**config.mk**
```make
export PLATFORM = sky130hd
export DESIGN_NAME = ram_ctrl
export DESIGN_NICKNAME = d
export VERILOG_FILES = /design/src/rtl/ram_pkg.sv /design/src/rtl/ram_ctrl.sv
export SDC_FILE = /design/constraint.sdc
export NUM_CORES = 1
export LEC_CHECK = 0
export ABC_AREA = 1
export BUFFER_PORTS_ARGS = -buffer_cell sky130_fd_sc_hd__buf_2
export CORE_MARGIN = 2
export CORE_UTILIZATION = 55
export DETAILED_ROUTE_END_ITERATION = 12
export GPL_TIMING_DRIVEN = 0
export PLACE_DENSITY = 0.82
export SLEW_MARGIN = 10
export SYNTH_ARGS = -nofsm -noshare
export SYNTH_HDL_FRONTEND = slang
export SYNTH_SLANG_ARGS = --single-unit
export TNS_END_PERCENT = 1
```
**constraint.sdc**
```tcl
create_clock -name FCLK -period 3.3 [get_ports FCLK]
set_input_delay 0 -clock FCLK [delete_from_list [all_inputs] [get_ports FCLK]]
set_output_delay 0 -clock FCLK [all_outputs]
set_load 0.1 [all_outputs]
```
**src/rtl/ram_pkg.sv**
```systemverilog
// Shared definitions for the DRAM sequencer: state encoding and timing defaults.
package ram_pkg;

  typedef enum logic [2:0] {
    IDLE,
    RAS,
    CAS,
    PRE,
    REFCAS,
    REFRAS
  } ramState_t;

  localparam int TRP_DEFAULT      = 2;
  localparam int TRAS_REF_DEFAULT = 3;

endpackage

```
**src/rtl/ram_ctrl.sv**
```systemverilog
// DRAM sequencer/arbiter: shares the array between 68000 bus cycles and
// CAS-before-RAS refresh. Every output is driven from a register.
module ram_ctrl
  import ram_pkg::*;
#(
  parameter int TRP      = TRP_DEFAULT,
  parameter int TRAS_REF = TRAS_REF_DEFAULT
) (
  input  logic FCLK,
  input  logic nRESET,
  input  logic ASActive,
  input  logic ASInactive,
  input  logic RAMCS,
  input  logic RnW,
  input  logic nLDS,
  input  logic nUDS,
  input  logic RefReq,
  input  logic RefUrgent,
  output logic RefAck,
  output logic RAMReady,
  output logic nRAS,
  output logic nLCAS,
  output logic nUCAS,
  output logic nRAMWE,
  output logic RASEL
);

  generate
    if (TRP < 1 || TRP > 7 || TRAS_REF < 1 || TRAS_REF > 7) begin : gBadParam
      $error("ram_ctrl: TRP and TRAS_REF must both lie in 1..7");
    end
  endgenerate

  // Counter holds remaining cycles minus one, so a reload of N-1 gives N cycles.
  localparam logic [2:0] TRP_LOAD  = 3'(TRP - 1);
  localparam logic [2:0] TRAS_LOAD = 3'(TRAS_REF - 1);

  ramState_t  state;
  logic [2:0] count;

  always_ff @(posedge FCLK or negedge nRESET) begin
    if (!nRESET) begin
      state    <= IDLE;
      count    <= 3'd0;
      nRAS     <= 1'b1;
      nLCAS    <= 1'b1;
      nUCAS    <= 1'b1;
      nRAMWE   <= 1'b1;
      RASEL    <= 1'b1;
      RAMReady <= 1'b0;
      RefAck   <= 1'b0;
    end else begin
      RefAck <= 1'b0;
      case (state)
        IDLE: begin
          if (RefUrgent) begin
            state <= REFCAS;
            nLCAS <= 1'b0;
            nUCAS <= 1'b0;
          end else if (ASActive && RAMCS) begin
            state  <= RAS;
            nRAS   <= 1'b0;
            nRAMWE <= RnW;
          end else if (RefReq) begin
            state <= REFCAS;
            nLCAS <= 1'b0;
            nUCAS <= 1'b0;
          end
        end

        RAS: begin
          if (ASInactive) begin
            state  <= PRE;
            count  <= TRP_LOAD;
            nRAS   <= 1'b1;
            nRAMWE <= 1'b1;
          end else begin
            state    <= CAS;
            RASEL    <= 1'b0;
            nLCAS    <= nLDS;
            nUCAS    <= nUDS;
            RAMReady <= 1'b1;
          end
        end

        CAS: begin
          if (ASInactive) begin
            state    <= PRE;
            count    <= TRP_LOAD;
            nRAS     <= 1'b1;
            nLCAS    <= 1'b1;
            nUCAS    <= 1'b1;
            nRAMWE   <= 1'b1;
            RASEL    <= 1'b1;
            RAMReady <= 1'b0;
          end else begin
            nLCAS <= nLDS;
            nUCAS <= nUDS;
          end
        end

        PRE: begin
          if (count == 3'd0) state <= IDLE;
          else               count <= count - 3'd1;
        end

        REFCAS: begin
          state <= REFRAS;
          count <= TRAS_LOAD;
          nRAS  <= 1'b0;
        end

        REFRAS: begin
          if (count == 3'd0) begin
            state  <= PRE;
            count  <= TRP_LOAD;
            nRAS   <= 1'b1;
            nLCAS  <= 1'b1;
            nUCAS  <= 1'b1;
            RefAck <= 1'b1;
          end else begin
            count <= count - 3'd1;
          end
        end

        default: begin
          state    <= IDLE;
          count    <= 3'd0;
          nRAS     <= 1'b1;
          nLCAS    <= 1'b1;
          nUCAS    <= 1'b1;
          nRAMWE   <= 1'b1;
          RASEL    <= 1'b1;
          RAMReady <= 1'b0;
        end
      endcase
    end
  end

endmodule

```
# --- Yosys cells after proc, flatten, opt, wreduce, memory -nomap -nowiden ---
# Index checks and enable logic that the tools add are counted.
op_classes:
  n_addsub: 1
  n_eq_ne: 16
  n_mux: 36
  n_bitwise: 5
  reduce_logical: 13
op_table:
  columns: ["cell", "n"]
  rows:
  - ["$mux W3", 9]
  - ["$mux W1", 19]
  - ["$pmux W3 S6", 1]
  - ["$pmux W1 S5", 3]
  - ["$pmux W3 S5", 1]
  - ["$ne A2 B2 Y1 const B", 7]
  - ["$reduce_and A5 Y1", 2]
  - ["$pmux W1 S3", 3]
  - ["$reduce_and A4 Y1", 2]
  - ["$eq A3 B2 Y1 const B", 2]
  - ["$eq A3 B3 Y1 const B", 2]
  - ["$logic_not A3 Y1", 2]
  - ["$ne A3 B3 Y1 const B", 2]
  - ["$reduce_and A3 Y1", 2]
  - ["$not A1 Y1", 5]
  - ["$ne A4 B4 Y1 const B", 1]
  - ["$reduce_or A2 Y1", 2]
  - ["$reduce_or A4 Y1", 1]
  - ["$eq A3 B1 Y1 const B", 1]
  - ["$reduce_or A3 Y1", 1]
  - ["$sub A3 B1 Y3 const B", 1]
  - ["$ne A2 B1 Y1 const B", 1]
  - ["$logic_and A1 B1 Y1", 1]
word_totals:
  register_bits: 13
  inputBits: 10
  out_inout_bits: 7
  word_cells: 80

# --- Longest topological paths before layout ---
depth:
  ltp_word: 4
  ltp_mapped: 9
  depth_no_buf: 9

# --- Least setup slack after synthesis ---
# No wires, ideal clock.
synth_timing:
  path_kind: "register to register"
  from: "register count[0]"
  to: "register nLCAS"
  setup_time_ps: 60
  arrival_ps: 1300
  t_required_ps: 3240
  slack_ps: 1940
  path_stages_with_launch: 10
  path_buffers: 0
  period_less_slack_ps: 1360
  path_cell_list: "dfrtp_1 -> inv_1 -> ha_1 -> ha_1 -> inv_1 -> nand4_1 -> nand2_1 -> nor2_1 -> nand3_1 -> nand2_1"
synth_via:
  elab_chain_len: 3
synth_rtl:
  columns: ["element", "line", "rtl"]
  rows:
  - ["start, declared", "ram_ctrl.sv:39", "logic [2:0] count;"]
  - ["start signal, assigned", "ram_ctrl.sv:104", "else count <= count - 3'd1;"]
  - ["start signal, assigned", "ram_ctrl.sv:122", "count <= count - 3'd1;"]
  - ["$logic_not A3 Y1", "ram_ctrl.sv:114", "if (count == 3'd0) begin"]
  - ["$ne A2 B2 Y1 (no line)", null, null]
  - ["$reduce_and A5 Y1 (no line)", null, null]
  - ["end signal, assigned", "ram_ctrl.sv:80", "nLCAS <= nLDS;"]
  - ["end signal, assigned", "ram_ctrl.sv:97", "nLCAS <= nLDS;"]
  - ["end, declared", "ram_ctrl.sv:22", "output logic nLCAS,"]
# Every way passes these cells.
# A chain may end at the register's enable or synchronous reset.

# --- Worst setup path after layout ---
layout_timing:
  from: "register count[0]"
  to: "register nUCAS"
layout_via:
  elab_chain_len: 3
layout_rtl:
  columns: ["element", "line", "rtl"]
  rows:
  - ["$logic_not A3 Y1", "ram_ctrl.sv:114", null]
  - ["$ne A2 B2 Y1 (no line)", null, null]
  - ["$reduce_and A5 Y1 (no line)", null, null]
  - ["end signal, assigned", "ram_ctrl.sv:81", "nUCAS <= nUDS;"]
  - ["end signal, assigned", "ram_ctrl.sv:98", "nUCAS <= nUDS;"]
  - ["end, declared", "ram_ctrl.sv:23", "output logic nUCAS,"]
# Every way passes these cells.

==> results_dict.tcl <==
set metrics [dict create \
    status "finished clean" \
    areaGrowthSynthToFinish_pct 14.4 \
    die_w_um 47.1 \
    hold-worst-slack_ns 0.0350 \
    avgSynthCellArea_sq_um 6.86 \
    rr_endpoint "nUCAS$_DFFE_PN1P_" \
    routabilityCongestion 0.890 \
    n_antenna_cell 0 \
    synth-seq-cells 13 \
    worst-path-max-fanout 4 \
    critPathLaunchType "flip-flop" \
    antenna_found_initial 0 \
    highest_layer "met4" \
    drc_errors 0 \
    drive_above_1_share_pct 25.3 \
    rsz0062_at_grt "no" \
    post_cts_buffers 0 \
    wl_met3_um 156 \
    final_nets 185 \
    critPathArrivalTime_ns 1.84 \
    grt_usage_pct 24.2 \
    min_to "nRAMWE$_DFFE_PN1P_" \
    wl_met1_mm 1.01 \
    synth_top_area_share_pct 19.6 \
    post_cts_resized 0 \
    hold_start "RnW" \
    setup_violations 0 \
    grt_pass1_vias 889 \
    firstDrtPassIters 5 \
    drtAntennaViolNets 0 \
    cts_tree "built" \
    timing.final.ws_setup_ns 1.69 \
    maxSlewHeadroom_pct 67.8 \
    rows 15 \
    finalSetupTns_ns 0 \
    root_buffer "clkbuf_4" \
    hpwl_mm 1.79 \
    reg2regPathDepth 9 \
    place_ws_ns 1.72 \
    viasPerCell 5.32 \
    syn-num-nets 163 \
    clock_latency_ns 0.28 \
    grt_pass1_wl_mm 3.73 \
    worstHoldPathCells 5 \
    synth_cells 149 \
    io_buffers 16 \
    cts_buffers 3 \
    synth_area_sq_mm 0.00102 \
    tightestPinTransition_ns 0.487 \
    maxCapViolations 0 \
    timing.final.crit_share_pct 48.9 \
    vias 1038 \
    yosys_warnings 0 \
    cp.required_ns 3.53 \
    core_sq_mm 0.00175 \
    end_kind "flip-flop" \
    initial_core_util_pct 58.6 \
    grt_max_degree 14 \
    htree_levels 1 \
    die_area_sq_mm 0.00222 \
    r2r_slack_ns 1.69 \
    multiInputGateArea_sq_um 582 \
    seq_area_sq_um 332 \
    synth_area_leader_cell "dfrtp_1" \
    min_period_ns 1.61 \
    synth-seq-area-share_pct 32.4 \
    dr_wl_met2_mm 1.05 \
    drv_slew 0 \
    placed_area_sq_mm 0.00113 \
    skew_ns 0.00695 \
    cts.sinks 13 \
    clk_path_buf_depth 2 \
    cts_hold_buf 1 \
    n_fill_cell 161 \
    drt-initial-drc-count 40 \
    wl_per_cell_um 11.6 \
    wl_mm 2.27 \
    synth_cell_types 21 \
    chipHeight_um 47.1 \
    synthTopCellsByArea "dfrtp_1 (20%), nand2_1 (18%), dfstp_2 (13%), nand3_1 (8.3%), inv_1 (6.2%)" \
    rr_startpoint "count[0]$_DFFE_PN0P_" \
    cts.clk_slew.worst_paths_ns 0.08 \
    globalRouteOverflowTotal 0 \
    clock.fmax_ghz 0.620 \
    final_cell_area_sq_mm 0.00117 \
    hold_viol_final 0 \
    hold_class "input port to flip-flop" \
    crit_type "flip-flop to flip-flop" \
    io_pins 17 \
]
-- cell families (layout without fill, tap and decap cells) --
| kind of cell | Yosys count | in the layout | synth area share (%) |
|---|---|---|---|
| compound gates | 9 | 9 | 5.02 |
| simple gates | 100 | 100 | 47.0 |
| flops | 13 | 13 | 32.4 |
| fa+ha+maj | 4 | 4 | 4.90 |
| buf+inv | 23 | 44 | 10.6 |
-- registers in the layout, summed over array words and instances, names as in the netlist --
signal / count
nRAMWE: 1
count: 3
RAMReady: 1
nLCAS: 1
state: 3
nUCAS: 1
RASEL: 1
nRAS: 1
RefAck: 1
-- cell type report --
type | instances | area share, %
Tap cell | 25 | 2.67
Timing Repair Buffer | 17 | 7.70
Inverter | 20 | 6.42
Clock buffer | 4 | 2.25
Multi-Input combinational cell | 113 | 49.7
Buffer | 3 | 2.89
Sequential cell | 13 | 28.3
-- cell usage after synthesis, drive strengths merged --
cell and number:
nor2 16, dfstp 5, nand4 8, a21oi 3, o21ai 5, buf 3, dfrtp 8, ha 4
or2 1, nand3 22, o21a 1, nand2 53, inv 20
-- critical path: stages (launching register included) --
cell	delay, ns
dfrtp_1	0.40
inv_1	0.10
ha_1	0.21
ha_1	0.24
inv_1	0.10
nand4_1	0.12
nand2_1	0.06
nor2_1	0.14
nand3_1	0.10
nand2_1	0.08
-- cell usage in the layout (no fill, tap or decap) --
cell type / n
buf_2: 16
dfstp_2: 5
nor2_1: 14
buf_6: 3
clkbuf_1: 1
a21oi_1: 2
o21ai_1: 1
clkbuf_4: 3
o21a_1: 1
nor2_4: 1
nand2_2: 5
nand4_1: 8
ha_1: 4
a21oi_2: 1
nand3_4: 1
o21ai_0: 4
inv_2: 3
inv_1: 17
dfrtp_1: 8
nand2_1: 48
nand3_1: 17
dlygate4sd3_1: 1
or2_0: 1
nor2_2: 1
nand3_2: 4
-- through the flow --
| stage | cells | util (%) |
|---|---|---|
| 2_1_floorplan | 149 | - |
| 3_3_place_gp | 190 | 64.9 |
| 3_5_place_dp | 190 | 64.9 |
| 4_1_cts | 195 | 67.0 |
| 5_1_grt | 195 | 67.0 |
| 6_report | 195 | 67.0 |
-- layer usage --
metal	global-route usage (%)	vias to the layer above
li1	-	519
met1	34.0	460
met2	36.7	51
met3	4.62	8
met4	10.0	0
met5	0	-
-- worst max-delay path by stage --
stage | depth (start not counted) | startpoint | end | slack (ns)
6_report | 9 | count[0]$_DFFE_PN0P_ | nUCAS$_DFFE_PN1P_ | 1.69
5_1_grt | 9 | count[0]$_DFFE_PN0P_ | nUCAS$_DFFE_PN1P_ | 1.55
4_1_cts | 9 | count[0]$_DFFE_PN0P_ | nUCAS$_DFFE_PN1P_ | 1.68
3_5_place_dp | 9 | count[0]$_DFFE_PN0P_ | nLCAS$_DFFE_PN1P_ | 1.72
3_3_place_gp | 9 | count[0]$_DFFE_PN0P_ | nLCAS$_DFFE_PN1P_ | 1.75
2_1_floorplan | 9 | count[0]$_DFFE_PN0P_ | nLCAS$_DFFE_PN1P_ | 1.94
Power is not shown: default switching activity piles up to over one toggle a cycle in this logic, so the estimate is an artifact.
